`src/rtl/tlb_assoc.sv`:
```
// Fully-associative Sv39 TLB with ASID tagging, global pages and sfence-style flush.
// Define TLB_SUPERPAGE_EN to enable 2M/1G superpages; otherwise every entry is a 4K page.
module tlb_assoc #(
    parameter int LG_N   = 3,
    parameter int ASID_W = 16
) (
    input  logic              clk,
    input  logic              reset,
    input  logic              clear,
    input  logic              flush,
    input  logic              flush_use_va,
    input  logic              flush_use_asid,
    input  logic [63:0]       flush_va,
    input  logic [ASID_W-1:0] flush_asid,
    input  logic              active,
    input  logic              req,
    input  logic [63:0]       va,
    input  logic [ASID_W-1:0] asid,
    output logic              hit,
    output logic [63:0]       pa,
    output logic              dirty,
    output logic              readable,
    output logic              writable,
    output logic              executable,
    output logic              user,
    input  logic              replace,
    input  logic [63:0]       replace_va,
    input  logic [63:0]       replace_pa,
    input  logic [ASID_W-1:0] replace_asid,
    input  logic              replace_global,
    input  logic [1:0]        replace_level,
    input  logic              replace_dirty,
    input  logic              replace_readable,
    input  logic              replace_writable,
    input  logic              replace_executable,
    input  logic              replace_user
);
    localparam int N = 1 << LG_N;

    logic [N-1:0]      valid_q, global_q, dirty_q, read_q, write_q, exec_q, user_q;
    logic [26:0]       vpn_q  [N];
    logic [51:0]       ppn_q  [N];
    logic [ASID_W-1:0] asid_q [N];
    logic [1:0]        lvl_e  [N];
    logic [LG_N-1:0]   victim_q;

    logic [N-1:0]      look_match, fill_match, flush_hit;
    logic [LG_N-1:0]   look_idx, fill_idx;
    logic              use_victim;
    logic [63:0]       look_pa;
    logic              unused_bits;

`ifdef TLB_SUPERPAGE_EN
    logic [1:0] level_q [N];
    always_comb for (int unsigned i = 0; i < N; i++) lvl_e[i] = level_q[i];
    assign unused_bits = ^{flush_va[63:39], flush_va[11:0], replace_va[63:39],
                           replace_va[11:0], replace_pa[11:0]};
`else
    always_comb for (int unsigned i = 0; i < N; i++) lvl_e[i] = 2'd0;
    assign unused_bits = ^{flush_va[63:39], flush_va[11:0], replace_va[63:39],
                           replace_va[11:0], replace_pa[11:0], replace_level};
`endif

    // VPN bits that take part in the compare for a given page level
    function automatic logic [26:0] vpn_mask(input logic [1:0] level);
        case (level)
            2'd1:    vpn_mask = {18'h3ffff, 9'h0};
            2'd2:    vpn_mask = {9'h1ff, 18'h0};
            default: vpn_mask = '1;
        endcase
    endfunction

    function automatic logic [LG_N-1:0] first_set(input logic [N-1:0] v);
        first_set = '0;
        for (int unsigned i = N; i > 0; i--)
            if (v[i-1]) first_set = LG_N'(i - 1);
    endfunction

    always_comb begin
        look_match = '0;
        fill_match = '0;
        flush_hit  = '0;
        for (int unsigned i = 0; i < N; i++) begin
            look_match[i] = valid_q[i] & (global_q[i] | (asid_q[i] == asid)) &
                            (((va[38:12] ^ vpn_q[i]) & vpn_mask(lvl_e[i])) == '0);
            fill_match[i] = valid_q[i] & (global_q[i] | (asid_q[i] == replace_asid)) &
                            (((replace_va[38:12] ^ vpn_q[i]) & vpn_mask(lvl_e[i])) == '0);
            flush_hit[i]  = valid_q[i] &
                            (!flush_use_va |
                             (((flush_va[38:12] ^ vpn_q[i]) & vpn_mask(lvl_e[i])) == '0)) &
                            (!flush_use_asid | (!global_q[i] & (asid_q[i] == flush_asid)));
        end
    end

    always_comb begin
        look_idx   = first_set(look_match);
        use_victim = 1'b0;
        if (|fill_match)    fill_idx = first_set(fill_match);
        else if (~&valid_q) fill_idx = first_set(~valid_q);
        else begin
            fill_idx   = victim_q;
            use_victim = 1'b1;
        end
        case (lvl_e[look_idx])
            2'd2:    look_pa = {ppn_q[look_idx][51:18], va[29:0]};
            2'd1:    look_pa = {ppn_q[look_idx][51:9], va[20:0]};
            default: look_pa = {ppn_q[look_idx], va[11:0]};
        endcase
    end

    always_ff @(posedge clk) begin
        if (reset) begin
            valid_q  <= '0;
            victim_q <= '0;
        end else if (clear) begin
            valid_q <= '0;
        end else if (flush) begin
            valid_q <= valid_q & ~flush_hit;
        end else if (replace) begin
            valid_q[fill_idx]  <= 1'b1;
            vpn_q[fill_idx]    <= replace_va[38:12];
            ppn_q[fill_idx]    <= replace_pa[63:12];
            asid_q[fill_idx]   <= replace_asid;
            global_q[fill_idx] <= replace_global;
            dirty_q[fill_idx]  <= replace_dirty;
            read_q[fill_idx]   <= replace_readable;
            write_q[fill_idx]  <= replace_writable;
            exec_q[fill_idx]   <= replace_executable;
            user_q[fill_idx]   <= replace_user;
`ifdef TLB_SUPERPAGE_EN
            level_q[fill_idx]  <= (replace_level == 2'd3) ? 2'd0 : replace_level;
`endif
            if (use_victim) victim_q <= victim_q + 1'b1;
        end
    end

    always_ff @(posedge clk) begin
        if (reset) begin
            hit        <= 1'b0;
            pa         <= '0;
            dirty      <= 1'b0;
            readable   <= 1'b0;
            writable   <= 1'b0;
            executable <= 1'b0;
            user       <= 1'b0;
        end else if (!active) begin
            hit        <= 1'b1;
            pa         <= va;
            dirty      <= 1'b1;
            readable   <= 1'b1;
            writable   <= 1'b1;
            executable <= 1'b1;
            user       <= 1'b0;
        end else begin
            hit        <= req & (|look_match);
            pa         <= look_pa;
            dirty      <= dirty_q[look_idx];
            readable   <= read_q[look_idx];
            writable   <= write_q[look_idx];
            executable <= exec_q[look_idx];
            user       <= user_q[look_idx];
        end
    end
endmodule

```
`config.mk`:
```
export PLATFORM = sky130hd
export DESIGN_NAME = tlb_assoc
export DESIGN_NICKNAME = d
export VERILOG_FILES = /design/src/rtl/tlb_assoc.sv
export SDC_FILE = /design/constraint.sdc
export NUM_CORES = 2
export LEC_CHECK = 0
export CAP_MARGIN = 20
export CORE_AREA = 8 8 279 281
export CTS_CLUSTER_DIAMETER = 50
export DETAILED_ROUTE_END_ITERATION = 12
export DIE_AREA = 0 0 287 289
export PLACE_DENSITY = 0.82
export SYNTH_ARGS = -nofsm -noshare
export SYNTH_HDL_FRONTEND = slang
export SYNTH_SLANG_ARGS = --single-unit
```
`constraint.sdc`:
```
create_clock -name clk -period 23.4 [get_ports clk]
set_clock_uncertainty 0.2 [all_clocks]
set_input_delay 2.34 -clock clk [delete_from_list [all_inputs] [get_ports clk]]
set_output_delay 2.34 -clock clk [all_outputs]
set_load 0.05 [all_outputs]
```
==> flow_metrics.env <==
export IMPL_slew_limit_headroom_pct=17.0
export IMPL_fillers=5025
export IMPL_p_int_w=0.00284
export IMPL_path_clk_slew_ns=0.06
export IMPL_final_hold_viol_count=0
export IMPL_clkLatencyLatePin_ns=0.68
export IMPL_crit_path_max_fanout=49
export IMPL_cp_data_required_time_ns=23.50
export IMPL_ios=391
export IMPL_drc_errors=0
export IMPL_syn_avg_cell_area_um2=13.2
export IMPL_design_core_area_um2=73600
export IMPL_maxCapViolCount=0
export IMPL_worst_setup_path_start_kind="input pin"
export IMPL_pwr_share_seq_pct=46.9
export IMPL_ys_ff_latch=889
export IMPL_switching_share_pct=23.8
export IMPL_firstDrtPassIters=6
export IMPL_yosysTopAreaCellShare_pct=55.8
export IMPL_hpwl_um=89000
export IMPL_postCtsSetupRepairBufs=0
export IMPL_syn_num_nets=3615
export IMPL_gp_congestion=1.08
export IMPL_synth_common_cells="edfxtp_1 (808), xnor2_1 (617), xor2_1 (414)"
export IMPL_synth_most_common_cell="edfxtp_1"
export IMPL_syn_to_final_growth_pct=18.0
export IMPL_synth_cells=3293
export IMPL_grt_max_degree=69
export IMPL_htree_levels=3
export IMPL_leakage_nw=17.0
export IMPL_synth_area_top_cells="edfxtp_1 (56%), xnor2_1 (12%), xor2_1 (8.3%), dfxtp_1 (3.7%), nand4_1 (3.0%)"
export IMPL_drt_vias_per_instance=6.63
export IMPL_drv_slew=0
export IMPL_yosys_warnings=0
export IMPL_ir_worst_vdd_mv=0.0709
export IMPL_clockPowerShare_pct=44.5
export IMPL_finalSetupTns_ns=0
export IMPL_ctsResizeCount=0
export IMPL_grt_overflow=0
export IMPL_drt_total_wl_um=145000
export IMPL_cts_buffer_depth=3
export IMPL_rsz0062_at_grt="false"
export IMPL_first_iter_violations=4284
export IMPL_die_area_um2=82900
export IMPL_crit_slowest_cell="clkdlybuf4s50_1"
export IMPL_start_util_pct=59.1
export IMPL_chipHeight_um=289
export IMPL_crit_path_cell_trace="clkdlybuf4s50_1, xnor2_1, nand4_1, nor4_1, o2111ai_1, nand4_1, nor4_1, a211oi_1, nand2b_1, nor2_4, buf_4, buf_4"
export IMPL_cts_root_buf="clkbuf_16"
export IMPL_num_vias=30800
export IMPL_hp_class="register to register"
export IMPL_wl_per_cell_um=31.2
export IMPL_finish_net_count=3918
export IMPL_ys_types=60
export IMPL_numPortBuffers=302
export IMPL_multiInputGateArea_um2=16800
export IMPL_cts_hold_buf=0
export IMPL_tightest_slew_ns=1.23
export IMPL_whs_ns=0.346
export IMPL_synth_edf_count=808
export IMPL_path_class="input pin to register"
export IMPL_row_count=100
export IMPL_drive_gt1_share_pct=9.61
export IMPL_grt_pass1_vias=30800
export IMPL_grt_total_usage_pct=33.9
export IMPL_ys_async_sr_fraction_pct=0
export IMPL_grt_pass1_wl_um=206000
export IMPL_synth_top_cell_by_area="edfxtp_1"
export IMPL_powerDensity_nw_per_um2=72.6
export IMPL_cts_buffers=100
export IMPL_synth_seq_area_share_pct=59.5
export IMPL_ant_nets=0
export IMPL_synth_flop_cell="edfxtp_1"
export IMPL_reg2reg_slack_ns=17.03
export IMPL_p_comb_share_pct=8.6
export IMPL_fmax_mhz=114
export IMPL_critPathMaxStageDelay_ns=0.97
export IMPL_period_minus_slack_ns=8.76
export IMPL_mappedNetlistArea_um2=43500
export IMPL_antenna_found_initial=12
export IMPL_cts_tree="built"
export IMPL_endpoint_kind="register"
export IMPL_regArea_um2=25900
export IMPL_setup_viol=0
export IMPL_period_share_pct=37.4
export IMPL_switchingPower_w=0.000888
export IMPL_status="completed"
export IMPL_clock_sinks=889
export IMPL_die_w_um=287
export IMPL_crit_arrival_ns=8.86
==> logic make-up (layout without fill, tap and decap cells) <==
group / after synthesis / in the layout / synth area share (%)
muxes: 153 / 153 / 3.66
xor gates and xnor gates: 1031 / 1031 / 20.8
AOI/OAI and AO/OA: 260 / 260 / 4.54
buffers and inverters: 218 / 607 / 2.18
other: 0 / 5 / 0
adders and majority gates: 1 / 1 / 0.0288
and+or+nand+nor: 741 / 741 / 9.31
DFF: 889 / 889 / 59.5
==> cells in the final DEF, fill, tap and decap left out, types with 8 or more instances in the layout <==
cell / instances
edfxtp_1: 808
xnor2_1: 617
xor2_1: 414
clkdlybuf4s50_1: 302
nand4_1: 208
nand2_1: 135
nor4_1: 125
mux2i_1: 105
clkbuf_16: 102
buf_4: 101
nand3_1: 88
dfxtp_1: 81
o21ai_0: 68
a22o_1: 54
nor2_1: 51
mux2_2: 48
nor3_1: 45
a221oi_1: 45
clkinv_2: 18
o41ai_1: 16
bufinv_16: 14
nor4b_1: 12
nor2b_1: 12
inv_1: 11
nand2b_1: 11
clkbuf_1: 11
inv_6: 11
a21oi_1: 9
clkinv_4: 9
a41o_1: 8
o211ai_1: 8
or2_2: 8
and3_1: 8
or3_1: 8
==> worst max-delay path, delay by kind of cell <==
family                    cells  cell delay, ns
AOI/OAI and AO/OA             2            1.09
xor gates and xnor gates      1            0.41
buffers and inverters         3            2.27
and+or+nand+nor               6            2.65
==> per-stage QoR <==
stage / total power, W / setup WS (ns) / cells / util [%] / area [um2]
after detailed placement: 0.00209 / 14.20 / 4458 / 64.8 / 47700
after CTS: 0.00372 / 14.91 / 4646 / 69.6 / 51200
after global placement: 0.00208 / 14.22 / 4458 / 64.8 / 47700
after floorplan: 0.00194 / 11.64 / 3293 / - / 43500
final: 0.00373 / 14.64 / 4656 / 69.8 / 51300
after global routing: 0.00380 / 14.74 / 4652 / 69.8 / 51300
==> registers in the layout, indices dropped and copies added, names as in the netlist, 3 cells and up <==
signal	count
victim_q	3
pa	64
read_q	8
asid_q	128
valid_q	8
exec_q	8
ppn_q	416
dirty_q	8
write_q	8
global_q	8
vpn_q	216
user_q	8
==> power by group through the flow <==
stage | Combinational, W | Clock (W) | Sequential (W)
after global placement | 0.000303 | 0 | 0.00178
after detailed placement | 0.000307 | 0 | 0.00178
final | 0.000321 | 0.00166 | 0.00175
after CTS | 0.000310 | 0.00166 | 0.00175
after global routing | 0.000328 | 0.00173 | 0.00175
after floorplan | 0.000135 | 0 | 0.00181
==> metal layers <==
layer / up-vias / GRT usage (%) / wire length, um
li1: 12800 / - / -
met1: 15000 / 43.3 / 52200
met2: 2410 / 50.8 / 62900
met3: 640 / 8.77 / 18800
met4: 14 / 23.1 / 11200
met5: - / 0 / 95
==> final timing paths <==
check / startpoint / to / cells after the start
worst max-delay path: replace_asid[5] / vpn_q[6][4] / 12
worst min-delay path: victim_q[2] / victim_q[2] / 2
worst max register to register: vpn_q[6][17] / vpn_q[6][4] / 12
worst min register to register: victim_q[2] / victim_q[2] / 2
==> layout make-up <==
class / count / share of cell area (%)
Clock buffer: 116 / 5.13
Timing Repair Buffer: 408 / 7.58
Inverter: 11 / 0.0804
Sequential cell: 889 / 50.4
Clock inverter: 72 / 1.72
Tap cell: 969 / 2.36
Antenna cell: 5 / 0.0244
Multi-Input combinational cell: 2186 / 32.7
(Power assumes the default switching activity.)
